===== src/rtl/chebyshev_pkg.sv =====
// -----------------------------------------------------------------------------
// chebyshev_pkg
// Shared helpers for the Chebyshev series evaluator:
//   clog2      - ceiling log2 for sizing counters and accumulator headroom
//   t_width    - width of the T_k registers (WL+2 so |T| up to 2 fits)
//   acc_width  - accumulator width (WL+CL+2+clog2(ORDER), cannot overflow)
//   one_val    - the Q1.(WL-1) constant ONE = 2^(WL-1), i.e. T_0
//   limit      - final output limiter
// Build option: CHEBYSHEV_SAT_EN
//   defined   -> limit() saturates to [-2^(wl-1), 2^(wl-1)-1]
//   undefined -> limit() keeps the wl LSBs (two's-complement wrap); no
//                comparators exist in that build.
// limit() and one_val() work on 64-bit values; the caller slices the width it
// needs, so accumulators wider than 64 bits are not supported.
// -----------------------------------------------------------------------------
package chebyshev_pkg;

    localparam int DEF_WL    = 16;
    localparam int DEF_CL    = 16;
    localparam int DEF_ORDER = 4;

    function automatic int clog2(input int value);
        int r;
        int v;
        r = 0;
        v = value - 1;
        while (v > 0) begin
            r = r + 1;
            v = v >> 1;
        end
        return r;
    endfunction

    function automatic int t_width(input int wl);
        return wl + 2;
    endfunction

    function automatic int acc_width(input int wl, input int cl, input int order);
        return wl + cl + 2 + clog2(order);
    endfunction

    localparam int DEF_TW = t_width(DEF_WL);
    localparam int DEF_AW = acc_width(DEF_WL, DEF_CL, DEF_ORDER);

    function automatic logic signed [63:0] one_val(input int wl);
        return 64'sd1 <<< (wl - 1);
    endfunction

    function automatic logic signed [63:0] limit(input logic signed [63:0] v, input int wl);
`ifdef CHEBYSHEV_SAT_EN
        logic signed [63:0] hi;
        logic signed [63:0] lo;
        hi = (64'sd1 <<< (wl - 1)) - 64'sd1;
        lo = -(64'sd1 <<< (wl - 1));
        if (v > hi)
            return hi;
        else if (v < lo)
            return lo;
        else
            return v;
`else
        // Only the wl LSBs survive; the caller truncates the rest.
        return v & ((64'sd1 <<< wl) - 64'sd1);
`endif
    endfunction

endpackage


===== src/rtl/chebyshev_recurrence_step.sv =====
// -----------------------------------------------------------------------------
// chebyshev_recurrence_step
// Combinational Chebyshev recurrence step:
//   t_k = ((2 * x * t_prev1) >>> (WL-1)) - t_prev2
// The shift is arithmetic, so the rescale rounds toward minus infinity.
// Ports:
//   x        in  WL  signed sample, Q1.(WL-1)
//   t_prev1  in  TW  signed T_{k-1}
//   t_prev2  in  TW  signed T_{k-2}
//   t_k      out TW  signed T_k
// -----------------------------------------------------------------------------
module chebyshev_recurrence_step #(
    parameter int WL = 16,
    parameter int TW = WL + 2
) (
    input  logic signed [WL-1:0] x,
    input  logic signed [TW-1:0] t_prev1,
    input  logic signed [TW-1:0] t_prev2,
    output logic signed [TW-1:0] t_k
);

    // Product width leaves room for the doubling before the rescale.
    localparam int PW = WL + TW + 1;

    assign t_k = TW'((((PW'(x) * PW'(t_prev1)) <<< 1) >>> (WL - 1))) - t_prev2;

endmodule


===== src/rtl/chebyshev_computation.sv =====
// -----------------------------------------------------------------------------
// chebyshev_computation
// Evaluates y = sum_{k=0}^{ORDER-1} c_k * T_k(x) on one sample per frame of
// ORDER cycles. The engine is self-timed and has no handshake: the frame
// counter k free-runs 0..ORDER-1, data_in is taken at k=0, one coefficient is
// taken every cycle, and data_out updates on the k=ORDER-1 edge and then holds
// for a whole frame.
// Ports:
//   clock     in   1   rising-edge clock
//   reset     in   1   synchronous, active-high; aborts any frame in flight
//   data_in   in   WL  signed sample x, Q1.(WL-1), sampled at k=0
//   coeff_in  in   CL  signed c_k, Q1.(CL-1), one per cycle in frame order
//   data_out  out  WL  signed series result, Q1.(WL-1)
// Build option: CHEBYSHEV_SAT_EN selects output saturation instead of wrap
// (see chebyshev_pkg::limit).
// -----------------------------------------------------------------------------
module chebyshev_computation
    import chebyshev_pkg::*;
#(
    parameter int WL    = 16,
    parameter int CL    = 16,
    parameter int ORDER = 4
) (
    input  logic                 clock,
    input  logic                 reset,
    input  logic signed [WL-1:0] data_in,
    input  logic signed [CL-1:0] coeff_in,
    output logic signed [WL-1:0] data_out
);

    localparam int TW = t_width(WL);
    localparam int AW = acc_width(WL, CL, ORDER);
    localparam int KW = clog2(ORDER);
    localparam int MW = CL + TW;

    localparam logic [KW-1:0]        K_LAST = KW'(ORDER - 1);
    localparam logic signed [TW-1:0] T_ONE  = TW'(one_val(WL));

    logic [KW-1:0]        k;
    logic signed [WL-1:0] x_reg;
    logic signed [TW-1:0] t_prev1;
    logic signed [TW-1:0] t_prev2;
    logic signed [TW-1:0] t_step;
    logic signed [TW-1:0] t_k;
    logic signed [MW-1:0] term;
    logic signed [AW-1:0] term_ext;
    logic signed [AW-1:0] acc;
    logic signed [AW-1:0] acc_base;
    logic signed [AW-1:0] acc_next;
    logic signed [AW-1:0] acc_scaled;

    chebyshev_recurrence_step #(
        .WL(WL),
        .TW(TW)
    ) u_step (
        .x      (x_reg),
        .t_prev1(t_prev1),
        .t_prev2(t_prev2),
        .t_k    (t_step)
    );

    // T_0 and T_1 are seeds; the recurrence only takes over from k=2.
    // At k=1, x_reg already holds the sample captured on the k=0 edge.
    always_comb begin
        t_k = t_step;
        if (k == '0)
            t_k = T_ONE;
        else if (k == KW'(1))
            t_k = TW'(x_reg);
    end

    assign term       = MW'(coeff_in) * MW'(t_k);
    assign term_ext   = AW'(term);
    // k=0 starts a fresh sum, so no separate accumulator clear is needed.
    assign acc_base   = (k == '0) ? '0 : acc;
    assign acc_next   = acc_base + term_ext;
    // Drop the coefficient's fractional bits to land back in Q1.(WL-1).
    assign acc_scaled = acc_next >>> (CL - 1);

    always_ff @(posedge clock) begin
        if (reset) begin
            k        <= '0;
            x_reg    <= '0;
            t_prev1  <= '0;
            t_prev2  <= '0;
            acc      <= '0;
            data_out <= '0;
        end else begin
            k <= (k == K_LAST) ? '0 : k + KW'(1);
            if (k == '0)
                x_reg <= data_in;
            t_prev2 <= t_prev1;
            t_prev1 <= t_k;
            acc     <= acc_next;
            if (k == K_LAST)
                data_out <= WL'(limit(64'(acc_scaled), WL));
        end
    end

endmodule


===== config.mk =====
export PLATFORM = sky130hd
export DESIGN_NAME = chebyshev_computation
export DESIGN_NICKNAME = d
export VERILOG_FILES = /design/src/rtl/chebyshev_pkg.sv /design/src/rtl/chebyshev_recurrence_step.sv /design/src/rtl/chebyshev_computation.sv
export SDC_FILE = /design/constraint.sdc
export NUM_CORES = 2
export LEC_CHECK = 0
export BUFFER_PORTS_ARGS = -buffer_cell sky130_fd_sc_hd__buf_2
export CAP_MARGIN = 0
export CORE_MARGIN = 4
export CORE_UTILIZATION = 40
export DETAILED_ROUTE_END_ITERATION = 10
export GPL_ROUTABILITY_DRIVEN = 0
export HOLD_SLACK_MARGIN = 0.02
export SKIP_LAST_GASP = 1
export SLEW_MARGIN = 5
export SYNTH_ARGS = -nofsm -noshare
export SYNTH_HDL_FRONTEND = slang
export SYNTH_SLANG_ARGS = --single-unit

===== constraint.sdc =====
create_clock -name clock -period 28.3 [get_ports clock]
set_input_delay 2.83 -clock clock [delete_from_list [all_inputs] [get_ports clock]]
set_output_delay 2.83 -clock clock [all_outputs]
set_load 0.005 [all_outputs]

# --- After elaboration in Yosys (flattened, before gate mapping) ---
# Cells that the tools add are included.
op_classes:
  add_sub_neg: 3
  multipliers: 2
  n_eq_ne: 2
  n_mux: 3
  n_reduce_logical: 2
op_table:
  columns: ["cell", "count"]
  rows:
  - ["$add A36 B34 Y36", 1]
  - ["$mux W18", 2]
  - ["$mux W36", 1]
  - ["$mul A16 B18 Y34", 1]
  - ["$mul A16 B18 Y32", 1]
  - ["$sub A18 B18 Y18", 1]
  - ["$add A2 B1 Y2 const B", 1]
  - ["$eq A2 B1 Y1 const B", 1]
  - ["$eq A2 B2 Y1 const B", 1]
  - ["$logic_not A2 Y1", 1]
  - ["$reduce_or A2 Y1", 1]
totals:
  regBits: 106
  input_bits: 34

# --- Longest topological paths before layout ---
logic_depth:
  depth_word: 6
  mapped_depth: 62
  ltp_nobuf: 59

# --- Hierarchy ---
# From an unflattened synthesis, not the netlist that was laid out.
hier_totals:
  hier_cells: 2785
  area_unflattened_um2: 25339.3
modules_own_cells:
  columns: ["module", "instances", "cells_per_inst", "area_each_um2"]
  rows:
  - ["chebyshev_computation", 1, 1565, 14549.0]
  - ["chebyshev_recurrence_step", 1, 1220, 10790.3]

# --- Worst setup path before layout ---
# No wires, ideal clock.
synth_timing:
  kind: "flip-flop to flip-flop"
  from: "reg x_reg[1]"
  to: "reg data_out[15]"
  setup_ns: 0.128
  t_arrival_ns: 13.330
  slack_ns: 14.842
  stages_incl_launch_ff: 55
  path_buffers: 3
  period_less_slack_ns: 13.458
  path_cell_list: "dfxtp_1 > clkbuf_1 > clkbuf_1 > nand2_1 > fa_1 > fa_1 > fa_1 > fa_1 > inv_1 > fa_1 > fa_1 > ha_1 > a2111o_1 > a211o_1 > a41o_1 > a31oi_4 > nor2b_1 > o21a_1 > (+19 left out) > inv_1 > fa_1 > inv_1 > fa_1 > inv_1 > fa_1 > ha_1 > o21a_1 > o21ai_0 > or3_1 > o311ai_0 > a41oi_1 > xnor2_1 > xnor2_1 > xnor2_1 > xnor2_1 > mux2i_1 > nor2b_1"
synth_between:
  elab_chain_cells: 6
synth_lines:
  columns: ["element", "line_no", "rtl"]
  rows:
  - ["start: declaration", "chebyshev_computation.sv:40", "logic signed [WL-1:0] x_reg;"]
  - ["start signal: assignment", "chebyshev_computation.sv:91", "x_reg <= data_in;"]
  - ["$mul A16 B18 Y32", "chebyshev_recurrence_step.sv:25", "assign t_k = TW'((((PW'(x) * PW'(t_prev1)) <<< 1) >>> (WL - 1))) - t_prev2;"]
  - ["$sub A18 B18 Y18", "chebyshev_recurrence_step.sv:25", null]
  - ["$mux W18 (*)", "chebyshev_computation.sv:68", "else if (k == KW'(1))"]
  - ["$mux W18 (*)", "chebyshev_computation.sv:66", "if (k == '0)"]
  - ["$mul A16 B18 Y34 (*)", "chebyshev_computation.sv:72", "assign term = MW'(coeff_in) * MW'(t_k);"]
  - ["$add A36 B34 Y36 (*)", "chebyshev_computation.sv:76", "assign acc_next = acc_base + term_ext;"]
  - ["end signal: assignment", "chebyshev_computation.sv:96", "data_out <= WL'(limit(64'(acc_scaled), WL));"]
  - ["end: declaration", "chebyshev_computation.sv:28", "output logic signed [WL-1:0] data_out"]
# Every way passes the cells marked *; elsewhere a longest branch is shown, timed or not.
# A chain may end at the register's enable or synchronous reset.

# --- Final worst setup path ---
layout_timing:
  from: "reg t_prev1[9]"
  to: "reg data_out[15]"
layout_between:
  elab_chain_cells: 6
layout_lines:
  columns: ["element", "line_no", "rtl"]
  rows:
  - ["start: declaration", "chebyshev_computation.sv:41", "logic signed [TW-1:0] t_prev1;"]
  - ["start signal: assignment", "chebyshev_computation.sv:93", "t_prev1 <= t_k;"]
  - ["$mul A16 B18 Y32", "chebyshev_recurrence_step.sv:25", null]
  - ["$sub A18 B18 Y18", "chebyshev_recurrence_step.sv:25", null]
  - ["$mux W18", "chebyshev_computation.sv:68", null]
  - ["$mux W18", "chebyshev_computation.sv:66", null]
  - ["$mul A16 B18 Y34", "chebyshev_computation.sv:72", null]
  - ["$add A36 B34 Y36", "chebyshev_computation.sv:76", null]
# No other way between the ends.

==> results.cfg <==
[cells_and_area]
syn_to_final_growth_pct = 5.250
largestRegisters = acc (31), t_prev1 (18), t_prev2 (18)
largest_register_ffs = 31
mostFrequentLayoutCell = inv_1
final_util_pct = 42.85
fin_nets = 3564
final_cells = 3605
largest-register = acc
final_cell_mix = inv_1, fa_1, nand2_1
drive_gt1_share_pct = 3.469

[yosys]
async_flop_share_pct = 0
synth_area_per_cell_um2 = 9.046
synthFlopType = dfxtp_1
synth_edf_count = 0
synth_cells = 2798
ys_ff_latch = 101
yosysUniqueCellTypes = 55
ys_warn_count = 0
syn-num-nets = 3599
synth_area_um2 = 25310
ys_seq_area_share_pct = 7.989

[drt]
dr.first_iter.drc_count = 923
drt_wl_total_mm = 63.11
wl_per_cell_um = 17.51
ant_nets = 0
route.detailed.drc = 0
first_pass_iters = 5
vias = 17830
viasPerCell = 4.947

[grt]
grt_pass1_wl_mm = 107.0
antenna_found_initial = 0
grt_overflow = 0
grt_max_degree = 64
grt_pass1_vias = 20320
grt_usage_pct = 20.05

[sta]
hold_violations = 0
tightestPinTransition_ps = 1274
fmax_ghz = 0.06569
rsz0062_at_grt = no
skew_ps = 9.883
relSlewSlack_pct = 14.72
final.min_clock_period_ps = 15220
finalSetupTns_ps = 0
whs_ps = 481.1
setup_viol = 0
fin_crit_sh_pct = 53.79
drv_slew = 0

[worst_setup_path]
crit_path_end_kind = flop
cp_num_buf_inv = 4
cp.required_ps = 28570
r2r_slack_ps = 13080
timing.critical_path.mode_cell = fa_1
crit_family = adder cells
cp-endpoint = data_out[15]$_SDFFE_PP0P_
timing.rr.end = data_out[15]$_SDFFE_PP0P_
critPathKind = reg2reg
crit_arrival_ps = 15490
cp.depth = 50
crit_start = t_prev1[9]$_SDFF_PP0_
slowest_delay_ps = 1020
critPathMaxFanout = 17
r2r_start = t_prev1[9]$_SDFF_PP0_
r2r_cells = 50
startpoint_type = flop
crit_slowest_cell = nor2_1

[cts]
tritoncts = done
cts_buffers = 9
clkLatencyLatePin_ps = 390
ctsHoldBuffers = 0
cts.clk_slew.worst_paths_ps = 80
clock-root-buffer = clkbuf_16
cts_buffer_depth = 2
htreeDepth = 3
numClockSinks = 101
ctsResizeCount = 0
cts_setup_buffers = 0

[floorplanning]
core-area_um2 = 62170
die_h_um = 259.5
die_width_um = 259.5
pin_count = 50
dieArea_um2 = 67360
num_rows = 91
start_util_pct = 40.71

[placed_design]
dp_cells = 3589
portBuffers = 49
dp_hpwl_mm = 50.69

[hold_path]
hold_path.class = reg2reg
hold_path_depth = 1

[flow_run]
drv_cap = 0

[run_status]
status = finished clean
## worst min-delay path by stage
stage,from,slack [ps],endpoint
final,data_out[1]$_SDFFE_PP0P_,480,data_out[1]$_SDFFE_PP0P_
after global routing,data_out[1]$_SDFFE_PP0P_,500,data_out[1]$_SDFFE_PP0P_
after CTS,data_out[1]$_SDFFE_PP0P_,480,data_out[1]$_SDFFE_PP0P_
after detailed placement,data_out[1]$_SDFFE_PP0P_,460,data_out[1]$_SDFFE_PP0P_
after global placement,data_out[6]$_SDFFE_PP0P_,460,data_out[6]$_SDFFE_PP0P_
after floorplan,k[0]$_SDFF_PP0_,460,k[0]$_SDFF_PP0_
## cells in the mapped netlist (4+ instances only)
library cell  instances  area (um^2)
nand2b_1             17        106.4
buf_1                13        48.80
or3_1                 4        25.02
xor2_1               24        210.2
nor3_1               22        110.1
xnor2_1              65        569.3
nor2_1              112        420.4
inv_1               696         2613
nand3_1               8        40.04
a21oi_1              54        270.3
and2_1              274         1714
and3_1                5        31.28
nor2b_1              84        525.5
nand4_1               5        31.28
a31oi_1               7        43.79
o21a_1               11        82.58
o22a_1                6        52.55
o21bai_1              7        52.55
o21ai_0              35        175.2
mux2i_1              28        280.3
dfxtp_1             101         2022
clkbuf_1            100        375.4
nand2_1             288         1081
and4_1                4        35.03
a21o_1               13        97.59
fa_1                570        11410
ha_1                197         2465
## area by class of cell
cell class	instances	area, um^2
Antenna cell	1	2.502
Clock buffer	9	225.2
Clock inverter	6	77.57
Fill cell	6244	35530
Inverter	697	2616
Multi-Input combinational cell	1886	20260
Sequential cell	101	2022
Tap cell	837	1047
Timing Repair Buffer	68	390.4
## routing by layer
metal	routed length, um	part of all wire (%)	track usage, %	up-vias
li1	-	-	-	8073
met1	26720	42	26.33	9144
met2	31110	49	34.42	500
met3	3415	5.4	3.453	116
met4	1870	3.0	5.382	0
met5	0	0	0	-
## stage by stage
stage	area [um^2]	setup WS [ps]
after floorplan	25310	14840
after global placement	26330	13400
after detailed placement	26330	13160
after CTS	26640	13070
after global routing	26640	12200
final	26640	13080
## cell families after synthesis
family,count (synthesis),share of synthesized area (%)
and+or+nand+nor,837,16.71
buffers and inverters,811,12.03
adders and majority gates,767,54.82
AOI/OAI and AO/OA,164,4.197
DFF,101,7.989
xor gates and xnor gates,89,3.080
muxes,29,1.167
Power is left out: the tool's default activity adds up to more than one toggle a clock period on the data nets, which glitch-free logic cannot reach.
